`src/rtl/program_loader.sv`:
```
// -----------------------------------------------------------------------------
// program_loader
//
// Byte-stream loader that sits in front of the instruction register. A host
// (typically a UART) delivers a framed byte stream over a valid/ready
// handshake:
//
//   HDR, CNT, {HI, LO} x CNT
//
//   HDR[7]   : target memory (1 = instruction, 0 = data)
//   HDR[6:5] : reserved, must be 2'b00
//   HDR[4:0] : start address
//   CNT      : number of 16-bit words, 1..32
//
// Each assembled word is written through the instruction register's unified
// write port with a single-cycle load strobe. The CPU is held off via
// cpu_hold for as long as a frame is in progress. A malformed header, an
// out-of-range count or a stalled stream aborts the frame with an error pulse.
//
// Ports
//   clk             system clock, rising edge
//   rst_n           asynchronous active-low reset
//   in_valid        in_byte holds a valid byte
//   in_byte[7:0]    stream byte
//   in_ready        loader accepts in_byte this cycle
//   load            one-cycle write strobe to the instruction register
//   is_instruction  write target (1 = instruction memory, 0 = data memory)
//   load_address    write address
//   cpu_input       write data {hi_byte, lo_byte}
//   cpu_hold        high while a frame is being processed
//   done            one-cycle pulse, frame fully written
//   error           one-cycle pulse, frame aborted
// -----------------------------------------------------------------------------
module program_loader #(
    parameter int ADDR_WIDTH     = 5,
    parameter int TIMEOUT_CYCLES = 255
) (
    input  logic                  clk,
    input  logic                  rst_n,
    input  logic                  in_valid,
    input  logic [7:0]            in_byte,
    output logic                  in_ready,
    output logic                  load,
    output logic                  is_instruction,
    output logic [ADDR_WIDTH-1:0] load_address,
    output logic [15:0]           cpu_input,
    output logic                  cpu_hold,
    output logic                  done,
    output logic                  error
);

    localparam int DEPTH = 1 << ADDR_WIDTH;
    localparam int TW    = $clog2(TIMEOUT_CYCLES + 1);
    localparam int RW    = $clog2(DEPTH + 1);

    localparam logic [7:0]    MAX_CNT  = 8'(DEPTH);
    localparam logic [TW-1:0] TMO_LAST = TW'(TIMEOUT_CYCLES - 1);

    localparam logic [2:0] S_IDLE  = 3'd0;
    localparam logic [2:0] S_CNT   = 3'd1;
    localparam logic [2:0] S_HI    = 3'd2;
    localparam logic [2:0] S_LO    = 3'd3;
    localparam logic [2:0] S_WRITE = 3'd4;
    localparam logic [2:0] S_DONE  = 3'd5;
    localparam logic [2:0] S_ERR   = 3'd6;

    logic [2:0]    state;
    logic [2:0]    next_state;
    logic [RW-1:0] remaining;
    logic [7:0]    hi_byte;
    logic [TW-1:0] tmo_cnt;
    logic          xfer;
    logic          tmo_hit;
    logic          waiting;

    // in_ready is itself a register, so this never loops back from in_valid
    // into an output.
    assign xfer    = in_valid && in_ready;
    // Expiry is taken on the edge where the idle counter would reach the limit.
    assign tmo_hit = (tmo_cnt == TMO_LAST);
    assign waiting = (state == S_CNT) || (state == S_HI) || (state == S_LO);

    // NOTE: next_state is assigned a default before the case statement so that
    // every path through this block drives it; otherwise a latch is inferred.
    always_comb begin
        next_state = state;
        case (state)
            S_IDLE: begin
                if (xfer) next_state = (in_byte[6:5] != 2'b00) ? S_ERR : S_CNT;
            end
            S_CNT: begin
                if (xfer)
                    next_state = (in_byte == 8'd0 || in_byte > MAX_CNT) ? S_ERR : S_HI;
                else if (tmo_hit)
                    next_state = S_ERR;
            end
            S_HI: begin
                if (xfer)         next_state = S_LO;
                else if (tmo_hit) next_state = S_ERR;
            end
            S_LO: begin
                // A timeout here aborts before WRITE, so no partial word is stored.
                if (xfer)         next_state = S_WRITE;
                else if (tmo_hit) next_state = S_ERR;
            end
            S_WRITE: next_state = (remaining == RW'(1)) ? S_DONE : S_HI;
            S_DONE:  next_state = S_IDLE;
            S_ERR:   next_state = S_IDLE;
            default: next_state = S_IDLE;
        endcase
    end

    // NOTE: all sequential state uses non-blocking assignments so every
    // register samples pre-edge values regardless of statement order.
    always_ff @(posedge clk or negedge rst_n) begin
        if (!rst_n) begin
            state          <= S_IDLE;
            in_ready       <= 1'b0;
            load           <= 1'b0;
            done           <= 1'b0;
            error          <= 1'b0;
            cpu_hold       <= 1'b0;
            is_instruction <= 1'b0;
            load_address   <= '0;
            cpu_input      <= '0;
            remaining      <= '0;
            hi_byte        <= '0;
            tmo_cnt        <= '0;
        end else begin
            state <= next_state;

            // Strobes and handshake are decoded from the upcoming state so they
            // are registered yet line up exactly with the state they describe.
            in_ready <= (next_state == S_IDLE) || (next_state == S_CNT) ||
                        (next_state == S_HI)   || (next_state == S_LO);
            load     <= (next_state == S_WRITE);
            done     <= (next_state == S_DONE);
            error    <= (next_state == S_ERR);
            cpu_hold <= (next_state != S_IDLE);

            if (waiting && !xfer) tmo_cnt <= tmo_cnt + TW'(1);
            else                  tmo_cnt <= '0;

            case (state)
                S_IDLE: begin
                    if (xfer && next_state == S_CNT) begin
                        is_instruction <= in_byte[7];
                        load_address   <= in_byte[ADDR_WIDTH-1:0];
                    end
                end
                S_CNT: begin
                    if (xfer) remaining <= in_byte[RW-1:0];
                end
                S_HI: begin
                    if (xfer) hi_byte <= in_byte;
                end
                S_LO: begin
                    if (xfer) cpu_input <= {hi_byte, in_byte};
                end
                S_WRITE: begin
                    // load_address is the live write pointer; it advances after
                    // the strobe and wraps naturally at the memory depth.
                    load_address <= load_address + ADDR_WIDTH'(1);
                    remaining    <= remaining - RW'(1);
                end
                default: ;
            endcase
        end
    end

endmodule

```
`config.mk`:
```
export PLATFORM = sky130hd
export DESIGN_NAME = program_loader
export DESIGN_NICKNAME = d
export VERILOG_FILES = /design/src/rtl/program_loader.sv
export SDC_FILE = /design/constraint.sdc
export NUM_CORES = 1
export LEC_CHECK = 0
export ABC_AREA = 1
export CORE_ASPECT_RATIO = 1.1
export CORE_MARGIN = 3
export CORE_UTILIZATION = 40
export CTS_CLUSTER_SIZE = 40
export DETAILED_ROUTE_END_ITERATION = 7
export PLACE_DENSITY_LB_ADDON = 0.08
export REMOVE_ABC_BUFFERS = 1
export SLEW_MARGIN = 10
export SYNTH_ARGS = -nofsm -noshare
export SYNTH_HDL_FRONTEND = slang
export SYNTH_SLANG_ARGS = --single-unit
export TNS_END_PERCENT = 100
```
`constraint.sdc`:
```
create_clock -name clk -period 1.2 [get_ports clk]
set_input_delay 0.18 -clock clk [delete_from_list [all_inputs] [get_ports clk]]
set_output_delay 0.18 -clock clk [all_outputs]
set_load 0.02 [all_outputs]
```
Yosys cells after proc, flatten, opt, wreduce, memory -nomap -nowiden. Index checks and enable logic that the tools add are counted.

Eq/ne operators: 14. Reductions and logical operators: 22. Mux-type cells: 14. Add/sub/neg operators: 3. Magnitude comparators: 1.

Operators with widths (count): $mux 3 (8); $pmux 3 s5 (1); $eq 3x2->1 const B (4); $eq 3x3->1 const B (4); $pmux 6 s2 (1); $pmux 5 s2 (1); $reduce_and 2->1 (5); $add 8x1->8 const B (1); $eq 8x8->1 const B (1); $gt 8x6->1 const B (1); $logic_not 8->1 (1); $mux 8 (1); $eq 3x1->1 const B (2); $eq 6x1->1 const B (1); $logic_not 3->1 (2); $logic_or 1x1->1 (6); $mux 6 (1); $reduce_bool 2->1 (3); $sub 6x1->6 const B (1); $add 5x1->5 const B (1); $mux 5 (1); $ne 2x2->1 const B (2); $logic_and 1x1->1 (3); $reduce_bool 3->1 (1); $logic_not 1->1 (1).

Bits of input ports: 11. Register bits: 52.

Logic depth before layout (Yosys ltp).
Word-level depth: 9. Depth in mapped cells: 11. Depth with buffers taken out: 11.

Least setup slack after synthesis. Ideal clock, no wire load.

Path type: flip-flop to flip-flop. From: register in_ready. To: register hi_byte[6]. Setup slack: -0.194 ns. Setup time: 0.127 ns. Arrival time: 1.267 ns. Stages on the path, launching flop included: 7. Cell sequence: dfrtp_1 nand2_1 inv_1 nand4_1 buf_2 nand2_1 o21ai_0.

Cells in the longest elaborated chain, start to end: 2.

Ends and longest elaborated chain: start, declared (line 42) `output logic in_ready,`; start signal, assigned (line 134) `in_ready <= (next_state == S_IDLE) || (next_state == S_CNT) ||`; $logic_and 1x1->1 (line 78) `assign xfer = in_valid && in_ready;`; $reduce_and 2->1 (no source line); end signal, assigned (line 155) `if (xfer) hi_byte <= in_byte;`; end, declared (line 70) `logic [7:0] hi_byte;`.

No other way between the ends. A chain may end at the register's enable or synchronous reset.

Worst setup path after layout.
From: register state[0]. To: register error.

Cells in the longest elaborated chain, start to end: 4. Elaborated cells on any way between the ends: 12. Those cells by class: eq/ne: 5; mux: 6; reduce/logical: 1.

Ends and longest elaborated chain: start, declared (line 67) `logic [2:0] state;`; start signal, assigned (line 130) `state <= next_state;`; $mux 3 (line 94, 99, 104); $mux 3, on equally long branches (line 103, 92, 98); $pmux 3 s5 (*) (line 87) `case (state)`; $eq 3x3->1 (*) (line 138) `error <= (next_state == S_ERR);`; end signal, assigned (line 138); end, declared (line 49) `output logic error`.

Every way passes the cells marked *; elsewhere a longest branch is shown, timed or not.

==> flow_summary.ini <==
[outcome]
status = finished, violations left
violations = negative setup slack

[clock_network]
cts_root_buffer = clkbuf_8
numCtsBuffers = 5
clk_latency_ns = 0.32
cts.sinks = 52
htreeDepth = 2
clk_path_buf_depth = 2
path_clk_slew_ns = 0.11
cts_tree = yes

[global_route]
grt_overflow = 0
antenna_found_initial = 0
grt_pass1_vias = 2301
grt_pass1_wl_mm = 10.29
grt_start_max_net_pins = 53
grt.total_usage_pct = 18.80

[logic_synthesis]
netlist.area_leader.share_pct = 53.94
syn_area_um2 = 2412
ys_warn_count = 0
synthXorXnorAreaFrac_pct = 0.7261
synth_most_common_cell = nand2_1
ys_ff_latch = 52
synth_ff_type = dfrtp_1
synth.area.top_cells = dfrtp_1 54%, nand2_1 14%, o21ai_0 5.4%
synth_compound_area_share_pct = 10.84
synth_cell_types = 27
async_reset_ff_share_pct = 100.0
seq_area_frac_synth_pct = 53.94
synth_mux_area_share_pct = 0
synth_cells = 294
synthAdderAreaFrac_pct = 2.593
yosys-top-cells-count = 93 x nand2_1, 52 x dfrtp_1, 33 x inv_1, 30 x nor2_1, 26 x o21ai_0
synth_top_family_by_area = simple AND/OR/NAND/NOR gates
synth-simple-area-share_pct = 25.21
avgSynthCellArea_um2 = 8.205
synth_edf_count = 0
synth_area_leader_cell = dfrtp_1

[sta]
slew_violations = 0
setup_viol = 47
maxSlewHeadroom_pct = 80.91
fin_skew_ns = 0.006293
setup_slack_ns = -0.2523
rsz0062_at_grt = true
fin_setup_tns_ns = -6.254
worst_pin_slew_ns = 0.2864
timing.final.crit_share_pct = 121.0
timing.final.crit_period_ns = 1.452
fmax_mhz = 688.5
hold_viol = 0

[setup_path]
cp.required_ns = 1.45
crit_fanout = 4
end_kind = flip-flop
critPathLaunchType = flip-flop
path_class = reg -> reg
crit_arrival_ns = 1.71

[worst_hold_path]
holdCritPathClass = in -> async

[cells_and_area]
drive_above_1_share_pct = 44.97
fin_nets = 413
fin_cells = 475
final.fill_count = 505
areaGrowthSynthToFinish_pct = 58.40
antennaDiodeCount = 0

[power_and_ir_drop]
ir_drop_v = 0.001400
power_density_nw_per_um2 = 2231
power_uw = 8524
power_leakage_uw = 0.001866

[floorplanning]
die_x_um = 80.05
die_area_um2 = 7000
initial_core_util_pct = 41.55
coreArea_um2 = 5806
io_pins = 38
rows = 29
fp.dieH_um = 87.45

[run]
cap_violations = 0

[place]
dpl.cell_count = 454
dp_hpwl_mm = 4.104
io_buffers = 37
finalWeightedCongestion = 0.8991

[route]
routed_via_density = 5.023
drtPass1Iterations = 4
post_drt_wl_per_cell_um = 14.16
wl_mm = 6.724
ant_nets = 0
vias = 2386
drt_iter0_drc = 112
drcViolationCount = 0
sequential cells by signal, summed over array words and instances, names as in the netlist:
register / count
is_instruction: 1
load: 1
tmo_cnt: 8
done: 1
load_address: 5
in_ready: 1
state: 3
cpu_hold: 1
hi_byte: 8
cpu_input: 16
error: 1
remaining: 6
cells by family (layout without fill, tap and decap cells):
logic type | after synthesis | in the layout
AOI/OAI and AO/OA | 47 | 47
DFF | 52 | 52
xor gates and xnor gates | 2 | 2
adders and majority gates | 5 | 5
buffers and inverters | 39 | 143
and+or+nand+nor | 149 | 149
layout make-up:
type,count,area (um^2),share of cell area (%)
sequential,52,1303,34.09
multi-input combinational,203,1301,34.05
clock inverter,3,26.28,0.6876
tap,77,96.34,2.521
clock buffer,5,68.82,1.801
inverter,34,148.9,3.897
timing repair buffer,101,877.1,22.95
per-layer routing:
metal	global-route usage, %	vias up	part of all wire [%]
met3	3.106	12	3.8
met5	0	-	0
met1	23.56	1168	42
met4	7.527	0	1.8
li1	-	1155	-
met2	32.15	51	53
worst max-delay path: stages, from the launching register on:
cell     delay [ns]
dfrtp_1        0.42
buf_6          0.13
nor2_4         0.16
buf_6          0.12
nand4_1        0.14
nand2_2        0.12
nor2_2         0.05
nand2_2        0.09
nor2_4         0.05
nor2_1         0.10
cell usage in the layout (no fill, tap or decap), types with 3 or more instances in the layout:
master	count
o21ai_2	10
o21ai_1	10
inv_2	4
buf_6	19
nand4_1	3
clkdlybuf4s15_1	4
a21oi_1	9
inv_4	3
clkbuf_8	5
clkbuf_2	17
nand2_2	23
ha_2	3
nor3_2	3
o21ai_0	8
nand2_1	61
inv_1	24
clkdlybuf4s50_1	9
buf_2	5
nand2_4	10
nand3_1	6
dfrtp_1	51
nor2_4	8
buf_4	39
o211ai_1	4
nor2_1	20
inv_6	4
nand3_4	3
nor2_2	3
buf_12	3
nand3_2	4
power by group:
group          total, uW  switching, uW  internal (uW)
Sequential          2870            485           2380
Combinational       4570           2500           2070
Clock               1090            658            431
final timing paths:
check                                          from  slack [ns]  depth (start not counted)                   endpoint
setup / recovery                 state[0]$_DFF_PN0_       -0.25                          9            error$_DFF_PN0_
hold / removal                                rst_n        0.39                          3  cpu_input[15]$_DFFE_PN0P_
setup reg to reg                 state[0]$_DFF_PN0_       -0.25                          9            error$_DFF_PN0_
hold reg to reg            cpu_input[8]$_DFFE_PN0P_        0.49                          2   cpu_input[8]$_DFFE_PN0P_
max in group asynchronous                     rst_n        0.56                          3         state[2]$_DFF_PN0_
min in group clk           cpu_input[8]$_DFFE_PN0P_        0.49                          2   cpu_input[8]$_DFFE_PN0P_
what timing repair did:
item / in CTS / in global routing
endpoints found under the hold margin: 52 / 0
resized for setup: 140 / 91
hold buffers: 1 / 0
endpoints found under the setup margin: 79 / 74
pin swaps: 18 / 13
buffers inserted: 5 / 6
cloned: 2 / 1
per-stage QoR:
stage | area [um^2] | worst slack (ns) | utilization [%] | hold slack (ns)
6_report | 3821 | -0.2523 | 65.82 | 0.3872
5_1_grt | 3821 | -0.3319 | 65.82 | 0.4106
4_1_cts | 3631 | -0.1755 | 62.54 | 0.3941
3_5_place_dp | 3248 | -0.4175 | 55.95 | 0.1962
3_3_place_gp | 3248 | -0.4241 | 55.95 | 0.1963
2_1_floorplan | 2379 | -0.3274 | - | -0.1156
Power figures use the tool's default switching activity.
